[config.mk]
export PLATFORM = sky130hd
export DESIGN_NAME = val2_iter_shifter
export DESIGN_NICKNAME = d
export VERILOG_FILES = /design/src/rtl/val2_iter_shifter.sv
export SDC_FILE = /design/constraint.sdc
export NUM_CORES = 1
export LEC_CHECK = 0
export BUFFER_PORTS_ARGS = -buffer_cell sky130_fd_sc_hd__buf_2
export CAP_MARGIN = 25
export CORE_UTILIZATION = 30
export DETAILED_ROUTE_END_ITERATION = 10
export SYNTH_ARGS = -nofsm -noshare
export SYNTH_HDL_FRONTEND = slang
export SYNTH_SLANG_ARGS = --single-unit
[constraint.sdc]
create_clock -name clk -period 10.1 [get_ports clk]
set_input_delay 1.01 -clock clk [delete_from_list [all_inputs] [get_ports clk]]
set_output_delay 1.01 -clock clk [all_outputs]
set_load 0.05 [all_outputs]
[src/rtl/val2_iter_shifter.sv]
// val2_iter_shifter: multi-cycle ARM shifter-operand (Val2) generator.
//
// Purpose: builds Val2 and the shifter carry-out. It shifts STEP bit positions per
// cycle and uses a valid/ready handshake on both the request and the result side.
//
// Ports:
//   clk, rst     clock; asynchronous active-high reset
//   flush        synchronous abort; returns to IDLE and drops any result
//   in_valid     request valid; accepted only when in_ready (IDLE)
//   in_ready     high only in IDLE
//   mode         00 reg/imm-shift, 01 reg/reg-shift, 10 imm rotate, 11 mem offset
//   reg_value    Rm operand
//   rs_value     Rs[7:0] shift amount (mode 01)
//   sh_operand   12-bit instruction shifter field
//   c_in         current C flag
//   out_valid    result valid (DONE state)
//   out_ready    consumer accepts result
//   result       Val2, registered
//   carry_out    shifter carry, registered
//   busy         state != IDLE
module val2_iter_shifter #(
    parameter int unsigned DATA_W = 32,
    parameter int unsigned STEP   = 4
) (
    input  logic              clk,
    input  logic              rst,
    input  logic              flush,
    input  logic              in_valid,
    output logic              in_ready,
    input  logic [1:0]        mode,
    input  logic [DATA_W-1:0] reg_value,
    input  logic [7:0]        rs_value,
    input  logic [11:0]       sh_operand,
    input  logic              c_in,
    output logic              out_valid,
    input  logic              out_ready,
    output logic [DATA_W-1:0] result,
    output logic              carry_out,
    output logic              busy
);

    localparam int unsigned     CntW   = $clog2(DATA_W + 2);
    localparam logic [CntW-1:0] StepC  = CntW'(STEP);
    localparam logic [CntW-1:0] DataWC = CntW'(DATA_W);

    typedef enum logic [1:0] {StIdle, StShift, StDone} state_e;
    typedef enum logic [2:0] {OpLsl, OpLsr, OpAsr, OpRor, OpRrx} op_e;

    state_e            state_q, state_d;
    op_e               op_q, op_d;
    logic [DATA_W-1:0] value_q, value_d;
    logic [CntW-1:0]   rem_q, rem_d;
    logic              carry_q, carry_d;

    // Request decode: what the accept edge loads.
    op_e               ld_op;
    logic [DATA_W-1:0] ld_value;
    logic [CntW-1:0]   ld_n;
    logic              ld_carry;
    int unsigned       amt_int, a_int, n_int;

    always_comb begin
        ld_op    = OpLsl;
        ld_value = reg_value;
        ld_carry = c_in;
        amt_int  = 32'(sh_operand[11:7]);
        a_int    = 32'(rs_value);
        n_int    = 0;
        unique case (mode)
            2'b00: begin
                case (sh_operand[6:5])
                    2'b00: begin
                        ld_op = OpLsl;
                        n_int = amt_int;
                    end
                    2'b01: begin
                        ld_op = OpLsr;
                        n_int = (amt_int == 0) ? DATA_W : amt_int;
                    end
                    2'b10: begin
                        ld_op = OpAsr;
                        n_int = (amt_int == 0) ? DATA_W : amt_int;
                    end
                    default: begin
                        // ROR #0 encodes RRX: a single rotate through carry.
                        if (amt_int == 0) begin
                            ld_op = OpRrx;
                            n_int = 1;
                        end else begin
                            ld_op = OpRor;
                            n_int = amt_int;
                        end
                    end
                endcase
            end
            2'b01: begin
                // Saturate so the counter only sees amounts that still change the result.
                case (sh_operand[6:5])
                    2'b00: begin
                        ld_op = OpLsl;
                        n_int = (a_int > DATA_W + 1) ? DATA_W + 1 : a_int;
                    end
                    2'b01: begin
                        ld_op = OpLsr;
                        n_int = (a_int > DATA_W + 1) ? DATA_W + 1 : a_int;
                    end
                    2'b10: begin
                        ld_op = OpAsr;
                        n_int = (a_int > DATA_W) ? DATA_W : a_int;
                    end
                    default: begin
                        ld_op = OpRor;
                        n_int = a_int % DATA_W;
                        // Full-turn rotate: value unchanged, carry is the MSB.
                        if (a_int != 0 && n_int == 0) begin
                            ld_carry = reg_value[DATA_W-1];
                        end
                    end
                endcase
            end
            2'b10: begin
                ld_op    = OpRor;
                ld_value = DATA_W'(sh_operand[7:0]);
                n_int    = 2 * 32'(sh_operand[11:8]);
            end
            default: begin
                ld_value = {{(DATA_W - 12){sh_operand[11]}}, sh_operand};
                n_int    = 0;
            end
        endcase
        ld_n = CntW'(n_int);
    end

    // One SHIFT step of k = min(STEP, remaining) positions.
    logic [CntW-1:0]          step_k, sh_m1;
    logic [DATA_W-1:0]        step_value;
    logic                     step_carry;
    logic signed [DATA_W-1:0] sval, asr_val;
    logic [DATA_W-1:0]        msb_mask, lsb_mask;

    always_comb begin
        step_k   = (rem_q > StepC) ? StepC : rem_q;
        sh_m1    = step_k - 1'b1;
        sval     = value_q;
        asr_val  = sval >>> step_k;
        // Select the last bit shifted out: bit DATA_W-k (left) or bit k-1 (right).
        msb_mask = {1'b1, {(DATA_W - 1){1'b0}}} >> sh_m1;
        lsb_mask = {{(DATA_W - 1){1'b0}}, 1'b1} << sh_m1;
        step_value = value_q;
        step_carry = carry_q;
        unique case (op_q)
            OpLsl: begin
                step_value = value_q << step_k;
                step_carry = |(value_q & msb_mask);
            end
            OpLsr: begin
                step_value = value_q >> step_k;
                step_carry = |(value_q & lsb_mask);
            end
            OpAsr: begin
                step_value = asr_val;
                step_carry = |(value_q & lsb_mask);
            end
            OpRor: begin
                step_value = (value_q >> step_k) | (value_q << (DataWC - step_k));
                step_carry = step_value[DATA_W-1];
            end
            OpRrx: begin
                step_value = {carry_q, value_q[DATA_W-1:1]};
                step_carry = value_q[0];
            end
            default: begin
                step_value = value_q;
                step_carry = carry_q;
            end
        endcase
    end

    // Next-state logic; flush outranks both accept and out_ready.
    always_comb begin
        state_d = state_q;
        op_d    = op_q;
        value_d = value_q;
        rem_d   = rem_q;
        carry_d = carry_q;
        if (flush) begin
            state_d = StIdle;
        end else begin
            unique case (state_q)
                StIdle: begin
                    if (in_valid) begin
                        op_d    = ld_op;
                        value_d = ld_value;
                        rem_d   = ld_n;
                        carry_d = ld_carry;
                        state_d = (ld_n == '0) ? StDone : StShift;
                    end
                end
                StShift: begin
                    value_d = step_value;
                    carry_d = step_carry;
                    rem_d   = rem_q - step_k;
                    if (rem_q == step_k) begin
                        state_d = StDone;
                    end
                end
                StDone: begin
                    if (out_ready) begin
                        state_d = StIdle;
                    end
                end
                default: state_d = StIdle;
            endcase
        end
    end

    always_ff @(posedge clk or posedge rst) begin
        if (rst) begin
            state_q <= StIdle;
            op_q    <= OpLsl;
            value_q <= '0;
            rem_q   <= '0;
            carry_q <= 1'b0;
        end else begin
            state_q <= state_d;
            op_q    <= op_d;
            value_q <= value_d;
            rem_q   <= rem_d;
            carry_q <= carry_d;
        end
    end

    always_comb begin
        in_ready  = (state_q == StIdle);
        out_valid = (state_q == StDone);
        busy      = (state_q != StIdle);
        result    = value_q;
        carry_out = carry_q;
    end

endmodule
==> impl_metrics.py, run 1 <==
metrics = {
    "cells_and_area": {
        "fin_nets": 972,
        "fill_cells": 2257,
        "layout-drive-gt1-share": 0.177,
        "fin_cells": 1175,
        "areaGrowthSynthToFinish_pct": 10.5,
        "diodes": 0,
        "seq_area_sq_mm": 0.00110,
        "multi_input_area_sq_mm": 0.00470,
    },
    "placement": {
        "gp_congestion": 0.925,
        "placedCellCount": 1166,
        "io_buffers": 95,
        "dp_hpwl_mm": 18.9,
    },
    "global_route": {
        "grt_overflow": 0,
        "gr-usage-all-layers": 0.258,
        "grt_pass1_wl_mm": 43.3,
        "grt_pass1_vias": 7199,
        "grt_max_degree": 64,
        "grt_antenna_before_repair": 0,
    },
    "clock_network": {
        "hold_buffers": 0,
        "cts_buffers": 5,
        "ctsLongestPathBuffers": 2,
        "clk_pin_slew_ps": 80,
        "htreeDepth": 2,
        "cts_tree": "built",
        "clockRootBuffer": "clkbuf_16",
        "postCtsSetupRepairBufs": 0,
        "insertion_delay_ps": 310,
        "cts_resized": 0,
        "clock_sinks": 44,
    },
    "run": {
        "maxCapViolations": 0,
    },
    "timing": {
        "hold_viol": 0,
        "hold_slack_ps": 636,
        "rsz0062_at_grt": "false",
        "tightest_slew_ps": 1120,
        "setup_viol": 0,
        "maxSlewHeadroom": 0.249,
        "period_share": 0.445,
        "finClkSkew_ps": 15.3,
        "slew_violations": 0,
        "finalCriticalPeriod_ps": 4500,
        "fmax_mhz": 222,
        "tns_ps": 0,
    },
    "power_and_ir_drop": {
        "p_seq_frac": 0.251,
        "combPwrFrac": 0.656,
        "ir_drop_v": 0.0000941,
        "clkPwrFrac": 0.092,
        "internal-power_uw": 764,
        "p_switching_uw": 1240,
        "power_density_mw_per_mm2": 288,
        "p_leak_uw": 0.00279,
        "finalPower_uw": 2010,
        "swShare": 0.619,
    },
    "critical_path": {
        "r2r_slack_ps": 5600,
        "crit_type": "reg2reg",
        "r2r-start": "rem_q[4]",
        "reg2reg_depth": 9,
        "startpoint_type": "flip-flop",
        "cp_data_required_time_ps": 10320,
        "crit_arrival_ps": 4710,
        "worstSetupEndpointType": "flip-flop",
        "worstReg2RegEnd": "result[28]",
        "critPathMaxFanout": 51,
    },
    "detailed_routing": {
        "wirelength_mm": 28.2,
        "wl_per_cell_um": 24.0,
        "drt.antenna.violating_nets": 0,
        "viasPerCell": 6.61,
        "vias": 7766,
        "drcViolationCount": 0,
        "first_pass_iters": 5,
        "drtIter0Drc": 1098,
    },
    "die": {
        "die_area_sq_mm": 0.0216,
        "rows": 52,
        "die_width_um": 147,
        "initial_utilization": 0.309,
        "die_h_um": 147,
        "core_sq_mm": 0.0204,
        "io_pins": 96,
    },
    "synthesis": {
        "synth_top_flop_cell": "dfrtp_1",
        "postSynthAreaPerCell_sq_um": 7.05,
        "synth_top_cell_by_area": "dfrtp_1",
        "synth-edff-count": 0,
        "async_flop_share": 1.00,
        "synth_top_cells_by_area": "dfrtp_1, mux2i_1, a21oi_1",
        "ys_seq_elements": 44,
        "syn_nets": 963,
        "ys_warn_count": 0,
        "netlist_area_sq_mm": 0.00631,
        "yosysUniqueCellTypes": 73,
        "yosys.area.top_type_share": 0.175,
        "yosysSeqAreaShare": 0.175,
        "syn_inst": 895,
    },
    "min_path": {
        "hold_path_class": "reg2reg",
        "holdPathStages": 2,
        "hold_end": "rem_q[4]",
        "holdCritStartpoint": "rem_q[4]",
    },
    "outcome": {
        "status": "complete, no violations",
    },
}
-- cell families (layout without fill, tap and decap cells) --
logic type	count (synthesis)	count (layout)	synth area share
flip-flops	44	44	0.175
multiplexers	85	85	0.167
buffers and inverters	124	134	0.0819
XOR/XNOR	1	1	0.00139
AND/OR/NAND/NOR	295	295	0.215
AO/OA/AOI/OAI	337	337	0.344
adder cells (fa/ha/maj)	8	8	0.0159
other	1	1	0.000594
-- synthesized netlist by cell type, drive strengths merged (4+ instances only) --
library cell  number
a211oi            19
a21boi             4
a21oi            110
a221o              4
a221oi            21
a22oi             16
a311oi             5
a31oi             25
and2               4
and3               8
buf               23
clkbuf            85
dfrtp             44
ha                 8
inv               13
mux2               8
mux2i             62
mux4              15
nand2             97
nand2b             7
nand3             37
nor2              82
nor2b              5
nor3              24
nor4               8
o211ai             8
o21ai             60
o22ai              8
o31ai             10
or2                4
or3                7
-- worst max-delay path, stage by stage (launching register included) --
cell and delay (ps):
dfrtp_1 460, or4_4 870, nor2_8 540, inv_4 350, ha_1 580, xnor2_1 590
mux2i_1 140, o311ai_0 470, nand3_1 140, a41oi_1 220
-- worst max-delay path by stage --
stage	startpoint	end	slack, ps	cells after the start
floorplan	rem_q[4]	result[27]	6790	12
global placement	rem_q[2]	result[21]	5820	9
detailed placement	rem_q[4]	result[28]	5740	9
CTS	rem_q[4]	result[28]	5700	9
global route	rem_q[2]	result[19]	5330	9
finish	rem_q[4]	result[28]	5600	9
-- power groups by stage --
stage	sequential (uW)	clock, uW	combinational, uW
floorplan	485	0	896
global placement	494	0	1280
detailed placement	492	0	1280
CTS	490	184	1280
global route	510	189	1400
finish	504	186	1320
-- cell type report --
class / instances / share of cell area
well taps: 270 / 0.0485
clock inverters: 2 / 0.00215
repair buffers: 111 / 0.0878
inverters: 15 / 0.00844
clock buffers: 6 / 0.0199
flip-flops and latches: 44 / 0.158
multi-input cells: 727 / 0.675
-- stage by stage --
step           instance area, sq um  setup WS, ps   util
6_report                       6970          5600  0.341
3_5_place_dp                   6810          5740  0.333
4_1_cts                        6960          5700  0.341
2_1_floorplan                  6310          6790      -
5_1_grt                        6970          5330  0.341
3_3_place_gp                   6790          5820  0.332
-- cell usage in the layout, fill, tap and decap left out, types with 4 or more instances in the layout --
master / n
dfrtp_1: 42
and2_1: 4
o211ai_1: 8
a21oi_1: 110
o31ai_1: 10
and3_1: 8
a211oi_1: 19
mux4_2: 14
or2_2: 4
nor4_1: 7
nor3_1: 23
a221o_1: 4
a311oi_1: 5
nand3_1: 37
inv_1: 10
a22oi_1: 16
nor2_1: 80
clkbuf_16: 5
buf_2: 95
or3_1: 7
o21ai_0: 59
nand2b_1: 7
mux2i_1: 62
a31oi_1: 25
o22ai_1: 8
mux2_2: 8
ha_1: 8
buf_4: 14
nand2_1: 97
a221oi_1: 21
nor2b_1: 5
-- flip-flops by register name, summed over array words and instances (netlist names) --
signal	flops
rem_q	6
result	32
op_q	3
carry_out	1
state_q	2
-- layer usage --
| metal | track usage | vias to the layer above | wire length, um |
|---|---|---|---|
| met2 | 0.391 | 583 | 12300 |
| met3 | 0.0484 | 92 | 3160 |
| li1 | - | 3387 | - |
| met1 | 0.354 | 3704 | 11600 |
| met5 | 0 | - | 0 |
| met4 | 0.114 | 0 | 1140 |
Note: power is estimated with default switching activity, not from simulation.
==> inputs of run 2 (changes only) <==
==> constraint.sdc (replaced) <==
create_clock -name clk -period 4.4 [get_ports clk]
set_input_delay 0.44 -clock clk [delete_from_list [all_inputs] [get_ports clk]]
set_output_delay 0.44 -clock clk [all_outputs]
set_load 0.05 [all_outputs]
==> impl_metrics.py, run 2 (same netlist as run 1, synthesis figures left out) <==
metrics = {
    "outcome": {
        "status": "complete, no violations",
    },
    "cells_and_area": {
        "layout-drive-gt1-share": 0.180,
        "fin_util": 0.342,
        "fin_area_sq_mm": 0.00699,
        "fill_cells": 2279,
        "largest_reg_flops": 32,
        "fin_nets": 979,
        "fin_cells": 1183,
        "areaGrowthSynthToFinish_pct": 10.8,
        "final_common_cell": "a21oi_1",
        "layout_common_cells": "a21oi_1, nand2_1, buf_2, nor2_1, mux2i_1",
    },
    "power_and_ir_drop": {
        "p_leak_uw": 0.00282,
        "power_density_mw_per_mm2": 660,
        "ir_drop_v": 0.000233,
    },
    "die": {
        "die_area_sq_mm": 0.0216,
        "rows": 52,
        "initial_utilization": 0.309,
        "io_pins": 96,
        "core_sq_mm": 0.0204,
        "die_h_um": 147,
        "die_width_um": 147,
    },
    "detailed_routing": {
        "drtIter0Drc": 1121,
        "wl_per_cell_um": 24.2,
        "drt.antenna.violating_nets": 0,
        "viasPerCell": 6.52,
        "wirelength_mm": 28.6,
        "vias": 7715,
        "drcViolationCount": 0,
        "first_pass_iters": 6,
    },
    "global_route": {
        "grt_pass1_wl_mm": 44.1,
        "grt_pass1_vias": 7183,
        "grt_antenna_before_repair": 1,
        "grt_max_degree": 63,
        "grt_overflow": 0,
        "gr-usage-all-layers": 0.264,
    },
    "timing": {
        "setup_viol": 0,
        "rsz0062_at_grt": "false",
        "hold_viol": 0,
        "maxSlewHeadroom": 0.262,
        "finClkSkew_ps": 10.8,
        "slew_violations": 0,
        "setup_ws_ps": 1050,
        "tns_ps": 0,
        "period_share": 0.762,
        "finalCriticalPeriod_ps": 3350,
        "fmax_mhz": 298,
        "tightest_slew_ps": 1110,
    },
    "run": {
        "maxCapViolations": 0,
    },
    "critical_path": {
        "cp_data_required_time_ps": 4630,
        "crit_chain": "or4_4, nor2_8, inv_4, ha_1, nand2_1, nor3_2, buf_4, o2111ai_1, and3_1, a31oi_1",
        "reg2reg_depth": 10,
        "startpoint_type": "flip-flop",
        "critPathMaxFanout": 39,
        "crit_type": "reg2reg",
        "worstReg2RegEnd": "result[8]",
        "crit_buf_inv": 2,
        "crit_slowest_cell": "nor3_2",
        "r2r-start": "rem_q[2]",
        "slowest_delay_ps": 600,
        "r2r_slack_ps": 1050,
        "crit_arrival_ps": 3580,
        "critPathTopFamily": "simple AND/OR/NAND/NOR gates",
        "worstSetupEndpointType": "flip-flop",
    },
    "min_path": {
        "hold_path_class": "in2async",
    },
    "placement": {
        "io_buffers": 95,
        "post-place-ws_ps": 1130,
        "postPlaceCellArea_sq_mm": 0.00685,
        "gp_congestion": 0.971,
        "dp_hpwl_mm": 18.9,
        "placedCellCount": 1174,
    },
    "clock_network": {
        "insertion_delay_ps": 310,
        "clk_pin_slew_ps": 70,
        "clock_sinks": 44,
        "hold_buffers": 0,
        "cts_tree": "built",
        "htreeDepth": 2,
        "ctsLongestPathBuffers": 2,
        "postCtsSetupRepairBufs": 0,
        "cts_resized": 0,
        "clockRootBuffer": "clkbuf_16",
        "cts_buffers": 5,
    },
}
run 2: cell types whose count changed in the layout (fill, tap and decap cells not counted):
cell        delta
clkinv_2       +1
nor2_1         +1
clkbuf_8       -1
clkinvlp_4     -2
clkbuf_1       +2
buf_4          +9
diode_2        +1
nor2_2         -1
buf_12         -1
buf_6          -1
run 2: layer usage:
metal  global-route usage  part of all wire  vias to the layer above  routed length [um]
li1                     -                 -                     3402                   -
met1                0.353              0.41                     3672               11600
met2                0.388              0.43                      526               12300
met3               0.0705              0.11                      115                3250
met4                0.135             0.050                        0                1420
met5                    0                 0                        -                   0
run 2: cell type report:
| type | count | area, sq um | share of cell area |
|---|---|---|---|
| antenna | 1 | 2.50 | 0.000358 |
| clock buffer | 7 | 133 | 0.0190 |
| clock inverter | 1 | 5.00 | 0.000716 |
| inverter | 15 | 58.8 | 0.00841 |
| multi-input combinational | 727 | 4700 | 0.673 |
| sequential | 44 | 1100 | 0.158 |
| tap | 270 | 338 | 0.0483 |
| timing repair buffer | 118 | 648 | 0.0927 |
run 2: power breakdown:
| group | total, uW | switching, uW | internal [uW] |
|---|---|---|---|
| Sequential | 1150 | 607 | 544 |
| Clock | 400 | 188 | 211 |
| Combinational | 3060 | 2060 | 1000 |
| Total | 4610 | 2850 | 1760 |
run 2: per-stage QoR:
step	power, uW	hold WS (ps)
global placement	4110	600
CTS	4500	349
global route	4860	380
detailed placement	4090	602
finish	4610	327
floorplan	3170	529
run 2: how the worst max path moves through the flow:
stage,end,depth (start not counted),startpoint,slack (ps)
2_1_floorplan,result[27],12,rem_q[4],1090
3_3_place_gp,result[28],9,rem_q[4],1140
3_5_place_dp,result[28],9,rem_q[4],1130
4_1_cts,result[28],9,rem_q[4],1110
5_1_grt,result[28],8,rem_q[4],750
6_report,result[8],10,rem_q[2],1050
run 2: worst min-delay path: stages:
cell and delay, ps:
buf_2 100, inv_2 30, buf_4 530
